===== src/rtl/aes_stream_adapter_if.sv =====
// Word-stream / AES-core handshake bundle for aes_stream_adapter.
// The adapter takes the slave view; the upstream/downstream/core side takes master.
interface aes_stream_adapter_if;
  logic         iInValid;
  logic [31:0]  iInData;
  logic         iInKey;
  logic         oInReady;
  logic [127:0] oAesData;
  logic         oLoadKey;
  logic         oLoadData;
  logic         iAesReady;
  logic         iCTValid;
  logic [127:0] iCipherText;
  logic         oOutValid;
  logic [31:0]  oOutData;
  logic         iOutReady;
  logic         oKeyValid;
  logic         oDropErr;

  modport slave (
    input  iInValid, iInData, iInKey, iAesReady, iCTValid, iCipherText, iOutReady,
    output oInReady, oAesData, oLoadKey, oLoadData, oOutValid, oOutData,
           oKeyValid, oDropErr
  );

  modport master (
    output iInValid, iInData, iInKey, iAesReady, iCTValid, iCipherText, iOutReady,
    input  oInReady, oAesData, oLoadKey, oLoadData, oOutValid, oOutData,
           oKeyValid, oDropErr
  );
endinterface


===== src/rtl/aes_stream_adapter.sv =====
// Packs 32-bit words into 128-bit AES blocks, issues key/data loads, and streams ciphertext out.
// Optional AES_STREAM_KEYCHECK_EN: drop plaintext blocks that arrive before any key is loaded.
module aes_stream_adapter (
  input logic                 iClk,
  input logic                 iReset,
  aes_stream_adapter_if.slave bus
);

  typedef enum logic [2:0] {
    FILL,
    WAIT,
    ISSUE,
    RUN,
    DRAIN
  } state_t;

  state_t       state;
  logic [1:0]   word_cnt;
  logic [1:0]   out_idx;
  logic         key_tag;
  logic         key_valid;
  logic         in_ready;
  logic         load_key;
  logic         load_data;
  logic         out_valid;
  logic [31:0]  out_data;
  logic [127:0] aes_data;
  logic [127:0] result;
`ifdef AES_STREAM_KEYCHECK_EN
  logic         drop_err;
`endif

  function automatic logic [31:0] word_of(input logic [127:0] blk, input logic [1:0] idx);
    logic [31:0] w;
    w = '0;
    case (idx)
      2'd0: w = blk[127:96];
      2'd1: w = blk[95:64];
      2'd2: w = blk[63:32];
      2'd3: w = blk[31:0];
      default: w = '0;
    endcase
    return w;
  endfunction

  always_ff @(posedge iClk) begin
    if (iReset) begin
      state     <= FILL;
      word_cnt  <= '0;
      out_idx   <= '0;
      key_tag   <= 1'b0;
      key_valid <= 1'b0;
      in_ready  <= 1'b1;
      load_key  <= 1'b0;
      load_data <= 1'b0;
      out_valid <= 1'b0;
      out_data  <= '0;
      aes_data  <= '0;
      result    <= '0;
`ifdef AES_STREAM_KEYCHECK_EN
      drop_err  <= 1'b0;
`endif
    end else begin
      load_key  <= 1'b0;
      load_data <= 1'b0;
`ifdef AES_STREAM_KEYCHECK_EN
      drop_err  <= 1'b0;
`endif
      case (state)
        FILL: begin
          if (bus.iInValid) begin
            case (word_cnt)
              2'd0: aes_data[127:96] <= bus.iInData;
              2'd1: aes_data[95:64]  <= bus.iInData;
              2'd2: aes_data[63:32]  <= bus.iInData;
              2'd3: aes_data[31:0]   <= bus.iInData;
              default: ;
            endcase
            if (word_cnt == 2'd0)
              key_tag <= bus.iInKey;
            word_cnt <= word_cnt + 2'd1;
            if (word_cnt == 2'd3) begin
`ifdef AES_STREAM_KEYCHECK_EN
              // key_tag already holds word 0's tag by the time word 3 arrives
              if (!key_tag && !key_valid) begin
                drop_err <= 1'b1;
              end else begin
                state    <= WAIT;
                in_ready <= 1'b0;
              end
`else
              state    <= WAIT;
              in_ready <= 1'b0;
`endif
            end
          end
        end

        WAIT: begin
          if (bus.iAesReady) begin
            state <= ISSUE;
            if (key_tag)
              load_key <= 1'b1;
            else
              load_data <= 1'b1;
          end
        end

        ISSUE: begin
          if (key_tag) begin
            state     <= FILL;
            key_valid <= 1'b1;
            in_ready  <= 1'b1;
          end else begin
            state <= RUN;
          end
        end

        RUN: begin
          if (bus.iCTValid) begin
            result    <= bus.iCipherText;
            out_idx   <= '0;
            out_data  <= bus.iCipherText[127:96];
            out_valid <= 1'b1;
            state     <= DRAIN;
          end
        end

        DRAIN: begin
          if (bus.iOutReady) begin
            if (out_idx == 2'd3) begin
              out_idx   <= '0;
              out_valid <= 1'b0;
              in_ready  <= 1'b1;
              state     <= FILL;
            end else begin
              out_idx  <= out_idx + 2'd1;
              out_data <= word_of(result, out_idx + 2'd1);
            end
          end
        end

        default: state <= FILL;
      endcase
    end
  end

  assign bus.oInReady  = in_ready;
  assign bus.oAesData  = aes_data;
  assign bus.oLoadKey  = load_key;
  assign bus.oLoadData = load_data;
  assign bus.oOutValid = out_valid;
  assign bus.oOutData  = out_data;
  assign bus.oKeyValid = key_valid;
`ifdef AES_STREAM_KEYCHECK_EN
  assign bus.oDropErr  = drop_err;
`else
  assign bus.oDropErr  = 1'b0;
`endif

endmodule

===== src/flat_wrapper.sv =====
// flat-port wrapper written by rule: the top's interface ports become plain ports
module aes_stream_adapter_flat 
  (iClk, iReset, bus_iInValid, bus_iInData, bus_iInKey, bus_iAesReady, bus_iCTValid, bus_iCipherText, bus_iOutReady, bus_oInReady, bus_oAesData, bus_oLoadKey, bus_oLoadData, bus_oOutValid, bus_oOutData, bus_oKeyValid, bus_oDropErr);
  aes_stream_adapter_if bus_i ();
  input logic iClk;
  input logic iReset;
  input wire logic [$bits(bus_i.iInValid)-1:0] bus_iInValid;
  input wire logic [$bits(bus_i.iInData)-1:0] bus_iInData;
  input wire logic [$bits(bus_i.iInKey)-1:0] bus_iInKey;
  input wire logic [$bits(bus_i.iAesReady)-1:0] bus_iAesReady;
  input wire logic [$bits(bus_i.iCTValid)-1:0] bus_iCTValid;
  input wire logic [$bits(bus_i.iCipherText)-1:0] bus_iCipherText;
  input wire logic [$bits(bus_i.iOutReady)-1:0] bus_iOutReady;
  output wire logic [$bits(bus_i.oInReady)-1:0] bus_oInReady;
  output wire logic [$bits(bus_i.oAesData)-1:0] bus_oAesData;
  output wire logic [$bits(bus_i.oLoadKey)-1:0] bus_oLoadKey;
  output wire logic [$bits(bus_i.oLoadData)-1:0] bus_oLoadData;
  output wire logic [$bits(bus_i.oOutValid)-1:0] bus_oOutValid;
  output wire logic [$bits(bus_i.oOutData)-1:0] bus_oOutData;
  output wire logic [$bits(bus_i.oKeyValid)-1:0] bus_oKeyValid;
  output wire logic [$bits(bus_i.oDropErr)-1:0] bus_oDropErr;
  assign bus_i.iInValid = bus_iInValid;
  assign bus_i.iInData = bus_iInData;
  assign bus_i.iInKey = bus_iInKey;
  assign bus_i.iAesReady = bus_iAesReady;
  assign bus_i.iCTValid = bus_iCTValid;
  assign bus_i.iCipherText = bus_iCipherText;
  assign bus_i.iOutReady = bus_iOutReady;
  assign bus_oInReady = bus_i.oInReady;
  assign bus_oAesData = bus_i.oAesData;
  assign bus_oLoadKey = bus_i.oLoadKey;
  assign bus_oLoadData = bus_i.oLoadData;
  assign bus_oOutValid = bus_i.oOutValid;
  assign bus_oOutData = bus_i.oOutData;
  assign bus_oKeyValid = bus_i.oKeyValid;
  assign bus_oDropErr = bus_i.oDropErr;
  aes_stream_adapter u_core (.iClk(iClk), .iReset(iReset), .bus(bus_i));
endmodule

===== config.mk =====
export PLATFORM = sky130hd
export DESIGN_NAME = aes_stream_adapter_flat
export DESIGN_NICKNAME = d
export VERILOG_FILES = /design/src/rtl/aes_stream_adapter_if.sv /design/src/rtl/aes_stream_adapter.sv /design/src/flat_wrapper.sv
export SDC_FILE = /design/constraint.sdc
export NUM_CORES = 1
export LEC_CHECK = 0
export CAP_MARGIN = 10
export CORE_MARGIN = 3
export CORE_UTILIZATION = 35
export DETAILED_ROUTE_END_ITERATION = 7
export PLACE_DENSITY = 0.65
export SLEW_MARGIN = 20
export SYNTH_ARGS = -nofsm -noshare
export SYNTH_HDL_FRONTEND = slang
export SYNTH_SLANG_ARGS = --single-unit
export TNS_END_PERCENT = 20

===== constraint.sdc =====
create_clock -name iClk -period 3.25 [get_ports iClk]
set_clock_uncertainty 0.1 [all_clocks]
set_input_delay 0.65 -clock iClk [delete_from_list [all_inputs] [get_ports iClk]]
set_output_delay 0.65 -clock iClk [all_outputs]
set_load 0.005 [all_outputs]

Yosys cells after proc, flatten, opt, wreduce, memory -nomap -nowiden:

Cells that the tools add are included.

* bits in registers: 301
* bits of input ports: 167
* output and inout port bits: 166
* logic and storage cells: 85

* add/sub/neg operators: 2
* equality and inequality tests: 19
* multiplexer cells: 29
* bitwise logic cells: 2
* reduce and logical (&&, ||, !) cells: 18

Operators by type and width (count)
* case mux 32 bit (4 select lines): 1
* two-way mux 32 bit: 3
* case mux 32 bit (2 select lines): 1
* two-way mux 3 bit: 6
* case mux 3 bit (5 select lines): 1
* AND reduction 3 bit: 5
* AND reduction 6 bit: 2
* equality test 2 bit, second input constant: 5
* two-way mux 1 bit: 10
* != test 2 bit, second input constant: 5
* two-way mux 2 bit: 4
* AND reduction 4 bit: 2
* equality test 3 x 2 -> 1 bit, second input constant: 2
* != test 2 x 1 -> 1 bit, second input constant: 3
* AND reduction 2 bit: 3
* adder 2 x 1 -> 2 bit, second input constant: 2
* equality test 2 x 1 -> 1 bit, second input constant: 2
* zero test 2 bit: 2
* case mux 2 bit (2 select lines): 1
* equality test 3 x 1 -> 1 bit, second input constant: 1
* equality test 3 bit, second input constant: 1
* zero test 3 bit: 1
* case mux 1 bit (3 select lines): 1
* nonzero test 3 bit: 1
* other kinds (4): 5

Depth between registers and ports, before layout:

* word-level depth: 6
* gate-level depth with buffers: 7
* mapped depth without buffers: 5

Worst setup path before layout:

OpenSTA, ideal clock, no wires.

* kind: input to register
* start point: in bus_iInValid
* end point: reg u_core.aes_data[12], in the netlist u_core.bus.oAesData[12]
* setup time: 132 ps
* data arrival time: 1696 ps
* data required time: 3018 ps
* slack: 1322 ps
* cell stages on the path: 5
* path buffers: 2
* cell sequence: or4b_1 -> buf_2 -> clkbuf_1 -> o21ai_0 -> a21oi_1

* longest elaborated chain between the ends: 1

Ends and longest elaborated chain
* start, declared: RTL line flat_wrapper.sv:7 `input wire logic [$bits(bus_i.iInValid)-1:0] bus_iInValid;`
* AND reduction 3 bit (no line)
* end signal, assigned: RTL line aes_stream_adapter.sv:76 `2'd3: aes_data[31:0] <= bus.iInData;`
* end, declared: RTL line aes_stream_adapter.sv:27 `logic [127:0] aes_data;`

Every way passes these cells.
A chain may end at the register's enable or synchronous reset.

Final worst setup path:

* start point: reg u_core.out_idx[0]
* end point: reg u_core.out_data[4], in the netlist u_core.bus.oOutData[4]

* longest elaborated chain between the ends: 6
* elaborated cells between the ends (all ways): 12
* those cells by class: add/sub: 1; eq/ne: 5; mux: 4; reduce/logical: 2

Ends and longest elaborated chain
* start, declared: RTL line aes_stream_adapter.sv:19 `logic [1:0] out_idx;`
* start signal, assigned: RTL line aes_stream_adapter.sv:137 `out_idx <= out_idx + 2'd1;`
* adder 2 x 1 -> 2 bit: RTL line aes_stream_adapter.sv:138 `out_data <= word_of(result, out_idx + 2'd1);`
* equality test 2 bit (tied with other cells): RTL line aes_stream_adapter.sv:36 `case (idx)`
* case mux 32 bit (4 select lines): RTL line aes_stream_adapter.sv:36
* two-way mux 32 bit: RTL line aes_stream_adapter.sv:131 `if (out_idx == 2'd3) begin`
* two-way mux 32 bit: RTL line aes_stream_adapter.sv:130 `if (bus.iOutReady) begin`
* case mux 32 bit (2 select lines): RTL line aes_stream_adapter.sv:69 `case (state)`
* end signal, assigned: RTL line aes_stream_adapter.sv:123 `out_data <= bus.iCipherText[127:96];`
* end signal, assigned: RTL line aes_stream_adapter.sv:138
* end, declared: RTL line aes_stream_adapter.sv:26 `logic [31:0] out_data;`

Several ways; a longest one is shown, not always the timed one. The select of a mux whose other input is x is not followed.

==> metrics.txt <==
PostCTS Resize Cnt=0; TritonCTS Buffers=36; Cell Area, Synth=12,300 sq um; Nets=roughly 1,900; Routed Antenna Nets=0; Synth Area in XOR/XNOR=0%; Slew Viols, Final=0; largest family of logic cells by synthesized area=compound AO/OA/AOI/OAI gates; routability cong.=0.833; # setup viols final=0; post-synthesis adder-cell area fraction=less than 1%; core region area=around 35,000 sq um; overall fraction of global-route tracks in use=21.6%; PD cells=508 nW/um^2; syn nets=1,665; width of the die=194 microns; Initial DRT Pass Iterations=8; via count=11,973; Clock Latency Late Sink=0.51 ns; maxcap violations=0; most frequent cells in the layout=clkdlybuf4s50_1, dfxtp_1, a21oi_1; Non-Filler Instances=about 2,200; CP required=between 3 and 4 ns; arrival time at the worst endpoint=2.67 ns; largest net degree at the start of global routing=152; hold path depth=2; post-route cell area=17,100 sq um; std cell rows=68; Slew Limit Headroom=30.5%; TritonCTS clock tree=yes; Synth Area in Compound Gates=23.6%; Synth Area in Simple Gates=18.3%; Hold Fails Final Rpt=0; post-synthesis cell count=1,490; critical path startpoint category=register; residual DRC count=5; Initial Utilization=35.6%; placed cell areas=15,900 sq um; synthesized flop and latch total=between 300 and 400; Inst Count DP=2,147; min-delay worst type=reg -> reg; setup bufs post-CTS=0; status=complete, but fails checks; failing checks=design-rule violations; final worst-path cycle share=approximately 75%; worst setup path class=reg -> reg; f_max=413 MHz; post-synthesis mux area share=2.60%; wire per inst=19.5 microns; post-synth cell types=35; DRT iter0 DRCs=1,233; first-pass GRT wire length=66.2 mm; GRT overflow=0; DPL Wire Length=28.2 mm; Yosys warnings=0; setup_tns=0 ns; vias in the first global route=11,200; sequential share of the synthesized area=approximately half; worst slew pin tran=1.04 ns; Peak VDD IR=0.000285 V; Leak=between 5 and 6 nW; initial antenna violation count=7; Die Footprint=37,500 sq um; commonest non-fill, non-tap cell in the layout=clkdlybuf4s50_1; Clk pin slew, worst setup/hold paths=0.06 ns; share of post-route cells with drive strength above 1=5.36%; Root Buffer=clkbuf_16; R2R cell count=6; Via density=about 5.4; Total Wirelength=43.2 mm; P&R area growth vs syn=38.6%; deepest clock path buffer count=3; mean post-synth cell area=8.28 sq um; min Tclk post-route=around 2.4 ns; H-tree depth=2; I/O pin total=roughly 330; Hold Buf Count CTS=0; Port-buffer cells=between 300 and 400; Sink Count=between 300 and 400; Die H=approximately 190 microns; CP Max Fanout=15; RSZ-0062 raised after global routing=false; CP Capture Type=register
state kept, by name (all words and copies together), names as in the netlist, 2 cells and up:
signal               count
u_core.bus.oAesData    128
u_core.word_cnt          2
u_core.result          128
u_core.bus.oOutData     32
u_core.state             3
u_core.out_idx           2
path summary, 6_finish.rpt:
check / start / to / slack [ns]
hold reg to reg: u_core.result[126] / u_core.result[126] / 0.35
hold / removal: u_core.result[126] / u_core.result[126] / 0.35
setup / recovery: u_core.out_idx[0] / u_core.bus.oOutData[4] / 0.83
setup reg to reg: u_core.out_idx[0] / u_core.bus.oOutData[4] / 0.83
power by group:
group          switching [mW]  internal (mW)  leakage, nW
logic                   0.432          0.385         2.44
clock network            1.54           2.52        0.591
registers              0.0419           3.77         2.43
total                    2.02           6.67         5.46
cell usage after synthesis (all sizes together):
cell type    n  area share, %
conb         1          0.030
or4bb        1          0.091
nand2b      35            1.8
nor4         2           0.10
o21ai      130            5.3
mux2i       32            2.6
clkbuf     112            3.4
o2111ai     32            2.3
and3         1          0.051
nand2      263            8.0
or4b         2           0.16
ha           8           0.81
dfxtp      301             49
nor4b        3           0.46
a211o        1          0.071
a31o         1          0.071
o41ai       32            2.5
a31oi        2           0.10
nand3      133            5.4
nor3b        1           0.10
buf         46            2.0
nor2         3          0.091
and2        32            1.6
a222oi      32            2.6
nand4b       2           0.14
inv         12           0.37
a21oi      265             11
nor2b        2           0.10
and4b        1          0.081
nand3b       2           0.12
critical path: stages, from the launching register on:
cell	delay, ns
dfxtp_1	0.39
inv_1	0.10
ha_1	0.48
buf_4	0.32
a222oi_1	0.57
and2_1	0.22
o41ai_1	0.08
layout make-up:
class	count	area (sq um)
Clock buffer	51	1030
Timing Repair Buffer	360	3630
Tap cell	455	569
Fill cell	3242	17500
Clock inverter	12	164
Inverter	12	45.0
Multi-Input combinational cell	1019	5610
Sequential cell	301	6030
Antenna cell	6	15.0
per-stage QoR:
stage,setup WS (ns),util [%],power [mW],hold WS [ns]
finish,0.826,49.4,8.69,0.345
global route,0.727,49.3,9.00,0.363
CTS,0.915,49.3,8.77,0.349
detailed placement,0.501,45.9,4.70,0.341
global placement,0.544,45.9,4.70,0.336
floorplan,1.32,-,4.20,0.331
routing by layer:
layer	global-route usage, %	vias to the layer above	wire [microns]
met4	7.77	0	1310
met5	0	-	0
li1	-	5772	-
met3	3.18	62	2440
met1	31.2	5711	19800
met2	32.9	428	19700
cells by family after synthesis:
family / count (synthesis)
flops: 301
mux: 32
buf+inv: 170
simple gates: 483
other cells: 1
compound gates: 495
fa+ha+maj: 8
Note: power is estimated with default switching activity, not from simulation.
